$ cat src/rtl/apb_slave_regbank.sv
// APB3 completer holding DEPTH x 32-bit registers, with registered outputs and error flagging.
// Define APB_SLV_WAIT_EN to compile in the WAIT_CYC wait-state counter; otherwise every transfer is zero-wait.
module apb_slave_regbank #(
    parameter int unsigned DEPTH    = 16,
    parameter int unsigned WAIT_CYC = 0,
    parameter logic [31:0] RST_VAL  = 32'h0
) (
    input  logic        Pclk,
    input  logic        Preset,
    input  logic        Psel,
    input  logic        Penable,
    input  logic        Pwrite,
    input  logic [31:0] Paddr,
    input  logic [31:0] Pwdata,
    output logic [31:0] Prdata,
    output logic        Pready,
    output logic        Pslverr
);
    localparam int unsigned AW = $clog2(DEPTH);
`ifdef APB_SLV_WAIT_EN
    localparam bit WAIT_EN = 1'b1;
`else
    localparam bit WAIT_EN = 1'b0;
`endif
    localparam int unsigned EFF_WAIT   = WAIT_EN ? WAIT_CYC : 0;
    localparam logic [31:0] BANK_BYTES = 32'(DEPTH * 4);

    typedef enum logic {IDLE, ACCESS} state_t;

    state_t        state_q, state_d;
    logic [AW-1:0] idx_q, idx_d;
    logic          write_q, write_d;
    logic [31:0]   wdata_q, wdata_d;
    logic          err_q, err_d;
    logic          pready_q, pready_d;
    logic          pslverr_q, pslverr_d;
    logic [31:0]   prdata_q, prdata_d;
    logic [31:0]   mem_q [DEPTH];
    logic          mem_we;
`ifdef APB_SLV_WAIT_EN
    logic [3:0]    cnt_q, cnt_d;
`endif

    logic [AW-1:0] in_idx;
    logic          in_err;
    logic          ld, ld_write, ld_err;
    logic [AW-1:0] ld_idx;

    assign in_idx = Paddr[AW+1:2];
    assign in_err = (Paddr >= BANK_BYTES) || (Paddr[1:0] != 2'b00);

    always_comb begin
        // NOTE: every signal driven here gets a default first, so no path can infer a latch.
        state_d   = state_q;
        idx_d     = idx_q;
        write_d   = write_q;
        wdata_d   = wdata_q;
        err_d     = err_q;
        pready_d  = pready_q;
        pslverr_d = pslverr_q;
        prdata_d  = prdata_q;
        mem_we    = 1'b0;
        ld        = 1'b0;
        ld_write  = write_q;
        ld_err    = err_q;
        ld_idx    = idx_q;
`ifdef APB_SLV_WAIT_EN
        cnt_d     = cnt_q;
`endif
        case (state_q)
            IDLE: begin
                if (Psel && !Penable) begin
                    state_d  = ACCESS;
                    idx_d    = in_idx;
                    write_d  = Pwrite;
                    wdata_d  = Pwdata;
                    err_d    = in_err;
`ifdef APB_SLV_WAIT_EN
                    cnt_d    = 4'(EFF_WAIT);
`endif
                    pready_d = (EFF_WAIT == 0);
                    // Zero-wait transfers complete the response from the live bus values.
                    ld       = (EFF_WAIT == 0);
                    ld_write = Pwrite;
                    ld_err   = in_err;
                    ld_idx   = in_idx;
                end
            end
            ACCESS: begin
                if (!Psel) begin
                    state_d   = IDLE;
                    pready_d  = 1'b0;
                    pslverr_d = 1'b0;
                end else if (Penable) begin
                    if (pready_q) begin
                        mem_we    = write_q && !err_q;
                        state_d   = IDLE;
                        pready_d  = 1'b0;
                        pslverr_d = 1'b0;
                    end
`ifdef APB_SLV_WAIT_EN
                    else begin
                        cnt_d = cnt_q - 4'd1;
                        ld    = (cnt_q == 4'd1);
                    end
`endif
                end
            end
            default: state_d = IDLE;
        endcase

        if (ld) begin
            pready_d = 1'b1;
            if (ld_write) begin
                pslverr_d = ld_err;
            end else if (ld_err) begin
                prdata_d  = '0;
                pslverr_d = 1'b1;
            end else begin
                prdata_d  = mem_q[ld_idx];
                pslverr_d = 1'b0;
            end
        end
    end

    // NOTE: sequential state uses non-blocking assignments so every register samples pre-edge values.
    always_ff @(posedge Pclk or posedge Preset) begin
        if (Preset) begin
            state_q   <= IDLE;
            idx_q     <= '0;
            write_q   <= 1'b0;
            wdata_q   <= '0;
            err_q     <= 1'b0;
            pready_q  <= 1'b0;
            pslverr_q <= 1'b0;
            prdata_q  <= '0;
`ifdef APB_SLV_WAIT_EN
            cnt_q     <= '0;
`endif
            // NOTE: the bank is reset because every register must read back RST_VAL after reset.
            for (int i = 0; i < DEPTH; i++) begin
                mem_q[i] <= RST_VAL;
            end
        end else begin
            state_q   <= state_d;
            idx_q     <= idx_d;
            write_q   <= write_d;
            wdata_q   <= wdata_d;
            err_q     <= err_d;
            pready_q  <= pready_d;
            pslverr_q <= pslverr_d;
            prdata_q  <= prdata_d;
`ifdef APB_SLV_WAIT_EN
            cnt_q     <= cnt_d;
`endif
            if (mem_we) begin
                mem_q[idx_q] <= wdata_q;
            end
        end
    end

    assign Prdata  = prdata_q;
    assign Pready  = pready_q;
    assign Pslverr = pslverr_q;
endmodule

$ cat config.mk
export PLATFORM = sky130hd
export DESIGN_NAME = apb_slave_regbank
export DESIGN_NICKNAME = d
export VERILOG_FILES = /design/src/rtl/apb_slave_regbank.sv
export SDC_FILE = /design/constraint.sdc
export NUM_CORES = 1
export LEC_CHECK = 0
export BUFFER_PORTS_ARGS = -buffer_cell sky130_fd_sc_hd__buf_2
export CAP_MARGIN = 5
export CELL_PAD_IN_SITES_DETAIL_PLACEMENT = 1
export CELL_PAD_IN_SITES_GLOBAL_PLACEMENT = 1
export CORE_ASPECT_RATIO = 0.75
export CORE_MARGIN = 3
export CORE_UTILIZATION = 52
export CTS_BUF_LIST = sky130_fd_sc_hd__clkbuf_4 sky130_fd_sc_hd__clkbuf_8 sky130_fd_sc_hd__clkbuf_16
export DETAILED_ROUTE_END_ITERATION = 8
export PLACE_DENSITY_LB_ADDON = 0.1
export SLEW_MARGIN = 20
export SYNTH_ARGS = -nofsm -noshare
export SYNTH_HDL_FRONTEND = slang
export SYNTH_SLANG_ARGS = --single-unit
$ cat constraint.sdc
create_clock -name Pclk -period 25.6 [get_ports Pclk]
set_clock_uncertainty 0.15 [all_clocks]
set_input_delay 5.12 -clock Pclk [delete_from_list [all_inputs] [get_ports Pclk]]
set_output_delay 5.12 -clock Pclk [all_outputs]
set_load 0.005 [all_outputs]
Yosys cells after proc, flatten, opt, wreduce, memory -nomap -nowiden --
Cells that the tools add are included.
Word-level totals: register bits 585, output and inout bits 34
Operators by class: order comparisons 4, equal/unequal tests 4, muxes and demuxes 35, bitwise gates (word level) 4, reduce and logical (&&, ||, !) cells 12
Operator list (count):
- $bwmux 512 | 1
- $bmux 32 s4 | 1
- $demux 32 s4 | 1
- $mux 32 | 4
- $ge 32x7->1 const B | 1
- $mux 1 | 24
- $ge 5x5->1 const B | 2
- $not 4->5 | 2
- $mux 4 | 2
- $ne 3x1->1 const B | 2
- $reduce_and 2->1 | 3
- $lt 5x1->1 const B | 1
- $ne 4x3->1 const B | 1
- $pmux 1 s2 | 2
- $reduce_bool 2->1 | 2
- $logic_and 1x1->1 | 3
- $ne 3x3->1 const B | 1
- $reduce_and 3->1 | 1
- $logic_not 1->1 | 2
- $not 1->1 | 2
- $logic_or 1x1->1 | 1

Longest topological paths before layout --
word-level depth 9, depth in mapped cells 11

Least setup slack after synthesis --
Ideal clock, no wire load.
path kind input to register, start in Psel, end reg prdata_q[5] (netlist: Prdata[5]), setup time 0.069 ns, data arrival time 6.959 ns, required time 25.381 ns, path slack 18.423 ns, cell stages on the path 11, path buffers 4, path through nor2b_1 > ha_1 > clkbuf_1 > inv_1 > or2_2 > clkbuf_1 > nor3b_1 > buf_2 > buf_2 > o21ai_0 > nand3_1
On the way: longest elaborated chain between the ends 8
RTL lines:
- start: declaration | RTL line 10 | input logic Psel,
- $logic_and 1x1->1 (*) | RTL line 72 | if (Psel && !Penable) begin
- $mux 4
- $mux 4 | RTL line 70 | case (state_q)
- $not 4->5 (implied by the code) | RTL line 120 | prdata_d = mem_q[ld_idx];
- $bmux 32 s4 | RTL line 120
- $mux 32 (implied by the code) (2 in series) | RTL line 120
- $mux 32 | RTL line 116 | end else if (ld_err) begin
- end signal: assignment | RTL line 152 | prdata_q <= prdata_d;
- end: declaration | RTL line 37 | logic [31:0] prdata_q, prdata_d;
Mark *: on every way between the ends. The rest lies on a longest branch, timed or not. The select of a mux whose other input is x is not followed. A chain may end at the register's enable or synchronous reset.

Worst setup path in the final report --
start in Psel, end reg prdata_q[13] (netlist: Prdata[13])
The elaborated chain is that of the path after synthesis.

==> reports/results.md <==
| Metric | Value |
|---|---|
| Total die area | 0.05508 sq mm |
| Ratio of total power to cell area | 68.87 mW/mm^2 |
| Sequential area share after synthesis | 0.5385 |
| Post-CTS setup buffers | 0 |
| Worst path top cell family by delay | buffers and inverters |
| Post-Syn Area | 0.02718 sq mm |
| Setup crit start kind | primary input |
| Count of placed standard cells including taps | 2,726 |
| Flops & latches, synth | 585 |
| Antenna viol nets, final | 0 |
| Cells after Synth | 2,069 |
| Wire length per cell | 26.42 um |
| Number of cells in the finished layout apart from fillers | 2,830 |
| Global-route wire length before repair | 115,800 um |
| Hold Worst Slack | 0.3536 ns |
| Antenna diode count | 0 |
| Routability-driven placement congestion ratio | 0.7387 |
| Number of iterations in the first detailed-routing pass | 4 |
| Via Count | 17,340 |
| Slowest library cell on the worst path | sky130_fd_sc_hd__buf_4 |
| RR Endpoint | Prdata[13] |
| Leakage dissipation | 15.36 nW |
| First-iteration detailed-routing DRC count | 1,057 |
| Hold Buf Count CTS | 0 |
| Layout overhead on the synthesized area | 10.82% |
| Total placed instance area | 0.02816 sq mm |
| Number of setup violations in the final report | 0 |
| Largest buffer count on any clock path | 3 |
| Post-synthesis net count | 2,140 |
| Path type of the worst setup path | in -> reg |
| Ys flop type | sky130_fd_sc_hd__dfrtp_1 |
| Horizontal die dimension | 270.0 um |
| Average instance area after synthesis | 13.14 sq um |
| Tmin final | 9.189 ns |
| Yosys Warn Count | 0 |
| Largest area contributor in the netlist | sky130_fd_sc_hd__dfrtp_1 |
| Crit Reg-Reg Startpoint | state_q |
| Share of final-layout standard cells stronger than drive strength 1 | 0.4113 |
| CP Capture Type | register |
| CP max stage delay | 0.96 ns |
| Final Max Slew Viols | 0 |
| Max-cap violation count | 0 |
| Core Footprint | 0.05090 sq mm |
| Final hold violations | 0 |
| Top cell type's share of synthesized area | 0.5385 |
| CTS tree | built |
| Worst Tran Pin Value | 1.107 ns |
| Path category of the worst min-delay check | reg -> reg |
| FF-to-FF setup slack | 20.71 ns |
| Relative max-transition margin | 0.2622 |
| H-Tree Level Count | 2 |
| Overall fraction of global-route tracks in use | 0.2729 |
| Count of different cell masters after synthesis | 39 |
| Wire length after detailed routing | 74,770 um |
| Initial standard-cell utilization of the core | 0.5340 |
| Maximum number of pins on one net before global-route repair | 131 |
| Result of the run | finished, final reports clean |
| Die Span Y | 204.0 um |
| Cell chain of the critical path | buf_2, or3b_4, buf_4, mux2i_4, inv_6, buf_4, mux2i_1, o22ai_1, o21ai_0, nand3_1 |
| Hold-critical path depth | 1 |
| DRC violations left | 0 |
| DP Wirelength | 40,640 um |
| Number of cell rows | 71 |
| GRT Residual Overflow | 0 |
| Via density per instance | 6.127 |
| End point of the most critical hold path | mem_q[425] |
| Clock latency reported for the late side of the worst-skew pair | 0.61 ns |
| CP most frequent cell | sky130_fd_sc_hd__buf_4 |
| Worst hold start | mem_q[425] |
| Dominant cells by area after synthesis | sky130_fd_sc_hd__dfrtp_1 54%, sky130_fd_sc_hd__mux2_2 25%, sky130_fd_sc_hd__mux2i_1 9.2%, sky130_fd_sc_hd__o22ai_1 2.7%, sky130_fd_sc_hd__nand2_1 1.7% |
| Period Utilization, post-route | 0.3589 |
| Number of top-level pins | 103 |
| Design Area, Final | 0.03012 sq mm |
| Final layout net count | 2,164 |
| Data required time at the worst endpoint | 25.94 ns |
| PortBufs | 102 |
| Number of buffer and inverter instances along the worst setup path | 4 |
| Post-synthesis async set-or-reset flop share | 1.000 |
| # clock sinks | 585 |
| Endpoint arrival time on the critical path | 9.52 ns |
| Highest clock rate | 108.8 MHz |
| Clock Pin Slew Worst Setup and Hold Paths | 0.06 ns |
| Initial antenna violation count | 1 |
| Via count of the first global-routing pass | 18,950 |
| Worst reg2reg path depth | 9 |
| Count of flip-flops with a built-in enable after synthesis | 0 |
| Worst IR Drop VDD | 0.05909 mV |
| Post_cts resized | 0 |
| Core Util, Final | 0.5918 |
| Critical-path maximum fanout | 75 |
| Setup tns final | 0 ns |
| RSZ-0062 raised after global routing | false |
| Number of CTS-inserted buffers | 58 |
| CTS Root Buffer Type | sky130_fd_sc_hd__clkbuf_16 |
-- where the power goes --
part	total (mW)	internal, mW	switching (mW)
clock	0.880	0.514	0.366
combinational	0.195	0.0680	0.127
sequential	1.00	0.939	0.0602
total	2.07	1.52	0.554
-- worst register-to-register path: cells and delay by family (launching register included) --
kind	cells	cell delay, ns
AND/OR/NAND/NOR	2	0.81
flip-flops	1	0.42
multiplexers	2	0.59
AO/OA/AOI/OAI	2	0.38
buffers and inverters	3	2.41
-- synthesized netlist by cell type, types with 7 or more instances --
library cell,n
sky130_fd_sc_hd__nor4_1,8
sky130_fd_sc_hd__buf_4,16
sky130_fd_sc_hd__o22ai_1,116
sky130_fd_sc_hd__buf_2,30
sky130_fd_sc_hd__o21ai_1,38
sky130_fd_sc_hd__a21oi_1,7
sky130_fd_sc_hd__buf_1,34
sky130_fd_sc_hd__nand3_1,34
sky130_fd_sc_hd__mux2i_1,249
sky130_fd_sc_hd__nand2_1,122
sky130_fd_sc_hd__clkbuf_1,88
sky130_fd_sc_hd__dfrtp_1,585
sky130_fd_sc_hd__mux2_2,603
sky130_fd_sc_hd__o21ai_0,80
-- final cells by class --
type | count | area, sq um
Timing Repair Buffer | 137 | 777.0
Inverter | 6 | 35.03
Clock buffer | 91 | 1810
Fill cell | 4932 | 20780
Clock inverter | 13 | 148.9
Tap cell | 693 | 867.1
Multi-Input combinational cell | 1305 | 11840
Sequential cell | 585 | 14640
-- flip-flops by register name, summed over array words and instances, names as in the netlist, named ones only --
register  cells
Prdata       32
Pready        1
Pslverr       1
idx_q         4
mem_q       512
state_q       1
wdata_q      32
write_q       1
-- per-layer routing --
| metal | GRT usage | wire, um |
|---|---|---|
| met5 | 0 | 0 |
| met4 | 0.07065 | 1711 |
| met3 | 0.04119 | 2876 |
| met2 | 0.4522 | 35270 |
| met1 | 0.3799 | 34900 |
-- logic make-up (layout without fill, tap and decap cells) --
kind of cell,count (synthesis),after routing,synth area share
compound gates,256,256,0.05464
simple gates,191,191,0.03116
mux,856,856,0.3448
flops,585,585,0.5385
fa+ha+maj,2,2,0.0009204
buf+inv,179,247,0.02996
-- metrics by stage --
step | setup slack, ns | power [mW]
5_1_grt | 16.15 | 2.148
4_1_cts | 16.42 | 2.087
3_3_place_gp | 15.88 | 1.203
3_5_place_dp | 15.79 | 1.210
6_report | 16.41 | 2.074
2_1_floorplan | 3.960 | 1.138
-- cell usage in the layout, fill, tap and decap left out, drive strengths merged, types with 4 or more instances in the layout --
cell,netlist,routed
mux2i,250,250
nand3,34,34
mux2,603,603
nor4,8,8
a21oi,7,7
o21ai,118,118
buf,85,137
nor2,6,6
nor2b,5,5
nor3b,4,4
clkbuf,88,91
nand2,123,123
inv,6,7
dfrtp,585,585
o22ai,116,116
clkinv,0,7
-- how the worst max path moves through the flow --
stage / startpoint / end / slack [ns] / depth (start not counted)
2_1_floorplan: Preset / Prdata[0] / 3.96 / 1
3_3_place_gp: Psel / Prdata[18] / 15.88 / 10
3_5_place_dp: Psel / Prdata[13] / 15.79 / 10
4_1_cts: Psel / Prdata[17] / 16.42 / 10
5_1_grt: Psel / Prdata[17] / 16.15 / 10
6_report: Psel / Prdata[13] / 16.41 / 10
(Power assumes the default switching activity.)
